**src/rtl/ps2_wasd_decoder.sv**
```systemverilog
// PS/2 keyboard receiver that turns make/break scan codes for W, A, S, D into held-key levels.
// Frames are synchronised, deserialised LSB first, checked for odd parity and stop bit, then decoded.
module ps2_wasd_decoder #(
    parameter int         TIMEOUT_CYCLES = 100000,
    parameter logic [7:0] CODE_W         = 8'h1D,
    parameter logic [7:0] CODE_A         = 8'h1C,
    parameter logic [7:0] CODE_S         = 8'h1B,
    parameter logic [7:0] CODE_D         = 8'h23
) (
    input  logic       clk,
    input  logic       rst,
    input  logic       ps2_clk,
    input  logic       ps2_data,
    output logic       W,
    output logic       A,
    output logic       S,
    output logic       D,
    output logic [7:0] code,
    output logic       code_valid,
    output logic       frame_err
);

    localparam int           TW    = $clog2(TIMEOUT_CYCLES);
    localparam logic [TW-1:0] TLAST = TW'(TIMEOUT_CYCLES - 1);

    typedef enum logic {IDLE = 1'b0, SHIFT = 1'b1} state_t;

    state_t        state, state_nx;
    logic          clk_s1, clk_s2, clk_prev, dat_s1, dat_s2;
    logic          fall, bit_in;
    logic [3:0]    bitcnt;
    logic [TW-1:0] tcnt;
    logic [7:0]    shreg;
    logic          parity_bit;
    logic          brk, ext;
    logic [3:0]    keys;
    logic [3:0]    key_hit;
    logic          frame_done, frame_ok, frame_bad, timeout;

    always_ff @(posedge clk) begin
        if (rst) begin
            clk_s1   <= 1'b1;
            clk_s2   <= 1'b1;
            clk_prev <= 1'b1;
            dat_s1   <= 1'b1;
            dat_s2   <= 1'b1;
        end else begin
            clk_s1   <= ps2_clk;
            clk_s2   <= clk_s1;
            clk_prev <= clk_s2;
            dat_s1   <= ps2_data;
            dat_s2   <= dat_s1;
        end
    end

    assign fall   = clk_prev & ~clk_s2;
    assign bit_in = dat_s2;

    always_ff @(posedge clk) begin
        if (rst) state <= IDLE;
        else     state <= state_nx;
    end

    always_comb begin
        state_nx = state;
        case (state)
            IDLE:    if (fall && !bit_in) state_nx = SHIFT;
            SHIFT:   if (frame_done || timeout) state_nx = IDLE;
            default: state_nx = IDLE;
        endcase
    end

    // The 11th fall is also the check cycle: the stop bit is on bit_in right now.
    always_comb begin
        frame_done = 1'b0;
        timeout    = 1'b0;
        if (state == SHIFT) begin
            frame_done = fall && (bitcnt == 4'd10);
            timeout    = !fall && (tcnt == TLAST);
        end
        frame_ok  = frame_done && bit_in && (^{shreg, parity_bit});
        frame_bad = (frame_done && !frame_ok) || timeout;
    end

    assign key_hit = {shreg == CODE_W, shreg == CODE_A, shreg == CODE_S, shreg == CODE_D};

    always_ff @(posedge clk) begin
        if (rst) begin
            bitcnt     <= 4'd0;
            tcnt       <= '0;
            shreg      <= 8'h00;
            parity_bit <= 1'b0;
            brk        <= 1'b0;
            ext        <= 1'b0;
            keys       <= 4'b0000;
            code       <= 8'h00;
            code_valid <= 1'b0;
            frame_err  <= 1'b0;
        end else begin
            code_valid <= frame_ok;
            frame_err  <= frame_bad;

            if (state == SHIFT && !fall && !timeout) tcnt <= tcnt + TW'(1);
            else                                     tcnt <= '0;

            if (state == IDLE && fall && !bit_in) begin
                bitcnt <= 4'd1;
            end else if (state == SHIFT && fall) begin
                if (bitcnt <= 4'd8) shreg <= {bit_in, shreg[7:1]};
                if (bitcnt == 4'd9) parity_bit <= bit_in;
                bitcnt <= frame_done ? 4'd0 : bitcnt + 4'd1;
            end else if (timeout) begin
                bitcnt <= 4'd0;
            end

            if (frame_bad) begin
                brk <= 1'b0;
                ext <= 1'b0;
            end

            if (frame_ok) begin
                code <= shreg;
                if (shreg == 8'hF0) begin
                    brk <= 1'b1;
                end else if (shreg == 8'hE0) begin
                    ext <= 1'b1;
                end else if (ext) begin
                    brk <= 1'b0;
                    ext <= 1'b0;
                end else begin
                    if (|key_hit) keys <= brk ? (keys & ~key_hit) : (keys | key_hit);
                    brk <= 1'b0;
                end
            end
        end
    end

    assign {W, A, S, D} = keys;

endmodule

```
**config.mk**
```make
export PLATFORM = sky130hd
export DESIGN_NAME = ps2_wasd_decoder
export DESIGN_NICKNAME = d
export VERILOG_FILES = /design/src/rtl/ps2_wasd_decoder.sv
export SDC_FILE = /design/constraint.sdc
export NUM_CORES = 1
export LEC_CHECK = 0
export ABC_AREA = 1
export CORE_MARGIN = 2
export CORE_UTILIZATION = 43
export DETAILED_ROUTE_END_ITERATION = 8
export SKIP_LAST_GASP = 1
export SLEW_MARGIN = 40
export SYNTH_ARGS = -nofsm -noshare
export SYNTH_HDL_FRONTEND = slang
export SYNTH_SLANG_ARGS = --single-unit
```
**constraint.sdc**
```tcl
create_clock -name clk -period 2.15 [get_ports clk]
set_input_delay 0.645 -clock clk [delete_from_list [all_inputs] [get_ports clk]]
set_output_delay 0.645 -clock clk [all_outputs]
set_load 0.05 [all_outputs]
```
==> flow_summary.toml <==
[sta]
setup_viol = 0
post-route-min-period_ns = 2.092
max_slew_margin_pct = 66.31
finalClockSkew_ns = 0.002097
worst_pin_slew_ns = 0.5038
fmax_mhz = 478.0
fin_crit_sh_pct = 97.30
rsz0062_at_grt = "false"
timing.hold.ws_ns = 0.4157
fin_tns_setup_ns = 0
drv_slew = 0
finalHoldViolations = 0

[synthesis]
syn_inst = 324
ys_seq_elements = 52
post_synth_num_cell_types = 36
ys_warn_count = 0
synthArstFlopShare_pct = 0
syn_nets = 333
synth-seq-area-share_pct = 42.28
synth_edf_count = 0
synth_flop_cell = "dfxtp_1"
postSynthAreaPerCell_sq_um = 7.600
netlist_area_sq_um = 2462

[finish]
drive_gt1_share_pct = 14.94
final_common_cell = "nand2_1"
nets = 356
syn_to_final_growth_pct = 14.23
diodes = 0
mostFrequentLayoutCells = "nand2_1 (63), dfxtp_1 (52), inv_1 (35)"

[power]
cellPowerDensity_nw_per_um2 = 558.8
leakage_nw = 1.170
peakVddDrop_v = 0.0003595

[die]
core-area_sq_um = 5507
rows = 27
die_y_um = 79.68
start_util_pct = 44.72
io_pins = 18
dieArea_sq_um = 6348
die_w_um = 79.68

[placed_design]
dp_hpwl_um = 3341
gp_congestion = 0.7870
port_buffers = 17

[worst_setup_path]
cp-end-kind = "output port"
crit_arrival_ns = 1.45
path_cells = "clkdlybuf4s50_1"
crit_path_top_delay_cell = "clkdlybuf4s50_1"
cp_max_fo = 2
path_class = "reg2out"
critical_path_required_ns = 1.50
critPathMaxStageDelay_ns = 0.80
path_delay_family = "buffers and inverters"
crit_path_start_kind = "flop"
crit_buf_inv = 1

[global_routing]
grt_overflow = 0
antenna_found_initial = 0
grt_start_max_net_pins = 24
grt_pass1_wl_um = 8010
gr-usage-all-layers_pct = 15.96
first_global_vias = 1867

[route]
drt_wl_total_um = 4512
first_pass_iters = 4
postRouteAntennaNets = 0
first_iter_violations = 110
route.detailed.drc = 0
num_vias = 1994
vias_per_cell = 4.748
routedWlPerCell_um = 10.74

[clocking]
cts-hold-fix-buffers = 0
cts_root_buffer = "clkbuf_8"
htreeDepth = 2
cts-buffers-inserted = 5
cts_sinks = 52
cts_buffer_depth = 2
clk_latency_ns = 0.30
cts_tree = "built"
cts.reportedPaths.clkPinSlew_ns = 0.09
postCtsSetupBuffers = 0

[job]
drv_cap = 0

[min_path]
hp-class = "reg2reg"

[run_status]
status = "finished clean"
## registers in the layout, summed over array words and instances (netlist names), 4 cells and up, named ones only
signal and count:
shreg 8, tcnt 17, code 8, bitcnt 4
## report_power, final
part | leakage [nW] | internal (W) | switching [W]
combinational | 0.704 | 0.0000155 | 0.0000222
clock | 0.0455 | 0.000263 | 0.000302
sequential | 0.420 | 0.000967 | 0.00000220
## per-stage QoR
step                      setup slack [ns]  cells  utilization, %  power, W  area [sq um]
after floorplan                     0.6034    324               -  0.001016          2462
after global placement              0.2952    412           49.40  0.001030          2720
after detailed placement            0.2415    412           49.40  0.001030          2720
after CTS                          0.03128    420           51.03  0.001605          2810
after global routing              0.006703    420           51.08  0.001639          2813
final                              0.05796    420           51.08  0.001572          2813
## kinds of logic after synthesis
family          after synthesis  synth area share (%)
compound gates               52                 11.64
xor+xnor                     10                 3.557
fa+ha+maj                     5                 2.541
buf+inv                      52                 8.892
flops                        52                 42.28
simple gates                153                 31.10
## worst register-to-register path, cell delays in order (launching register included)
cell and delay, ns:
dfxtp_1 0.37, ha_1 0.20, nand2_2 0.08, nor3_4 0.22
nand2_1 0.09, nor3_2 0.16, nand2_2 0.11, nor2_2 0.12
nand2_1 0.09, xor2_1 0.14, nor2_1 0.08
## path summary, 6_finish.rpt
path                start        to  slack [ns]  cells past startpoint
hold / removal     dat_s1    bit_in        0.42                      1
setup / recovery     flop         D        0.06                      1
setup reg to reg  tcnt[0]  tcnt[16]        0.41                     10
hold reg to reg    dat_s1    bit_in        0.42                      1
## layer usage
metal	GRT usage (%)	vias to the layer above	routed length (um)
met1	21.68	878	2375
met5	0	-	0
li1	-	1082	-
met2	24.62	27	1905
met3	3.846	7	155
met4	5.690	0	75
## timing repair
action,CTS,global route
endpoints found under the setup margin,0,1
resized for setup,0,1
hold endpoints to repair,0,0
## cells in the mapped netlist (2+ instances only)
master	instances	share of area [%]
ha_1	5	2.5
inv_1	35	5.3
nor3_2	2	0.81
nand4_2	2	1.0
o22ai_1	2	0.51
buf_4	2	0.61
nand3_1	19	3.9
o21ai_2	2	0.71
o21ai_0	14	2.8
xor2_1	9	3.2
inv_2	9	1.4
nand2_1	63	9.6
nor2_4	2	0.91
or2_2	5	1.3
nor2_1	29	4.4
or2_0	2	0.51
clkbuf_1	4	0.61
a21oi_2	2	0.71
a31oi_1	2	0.51
dfxtp_1	52	42
nor3_1	9	1.8
nand2_2	4	1.0
nand4_1	5	1.3
a21oi_1	28	5.7
nor2_2	5	1.3
## layout make-up
cell class,instances,area (sq um)
well taps,72,90.09
fillers,570,2694
inverters,45,173.9
multi-input cells,220,1202
repair buffers,23,215.2
clock buffers,8,90.09
flip-flops and latches,52,1041
Note: power is estimated with default switching activity, not from simulation.
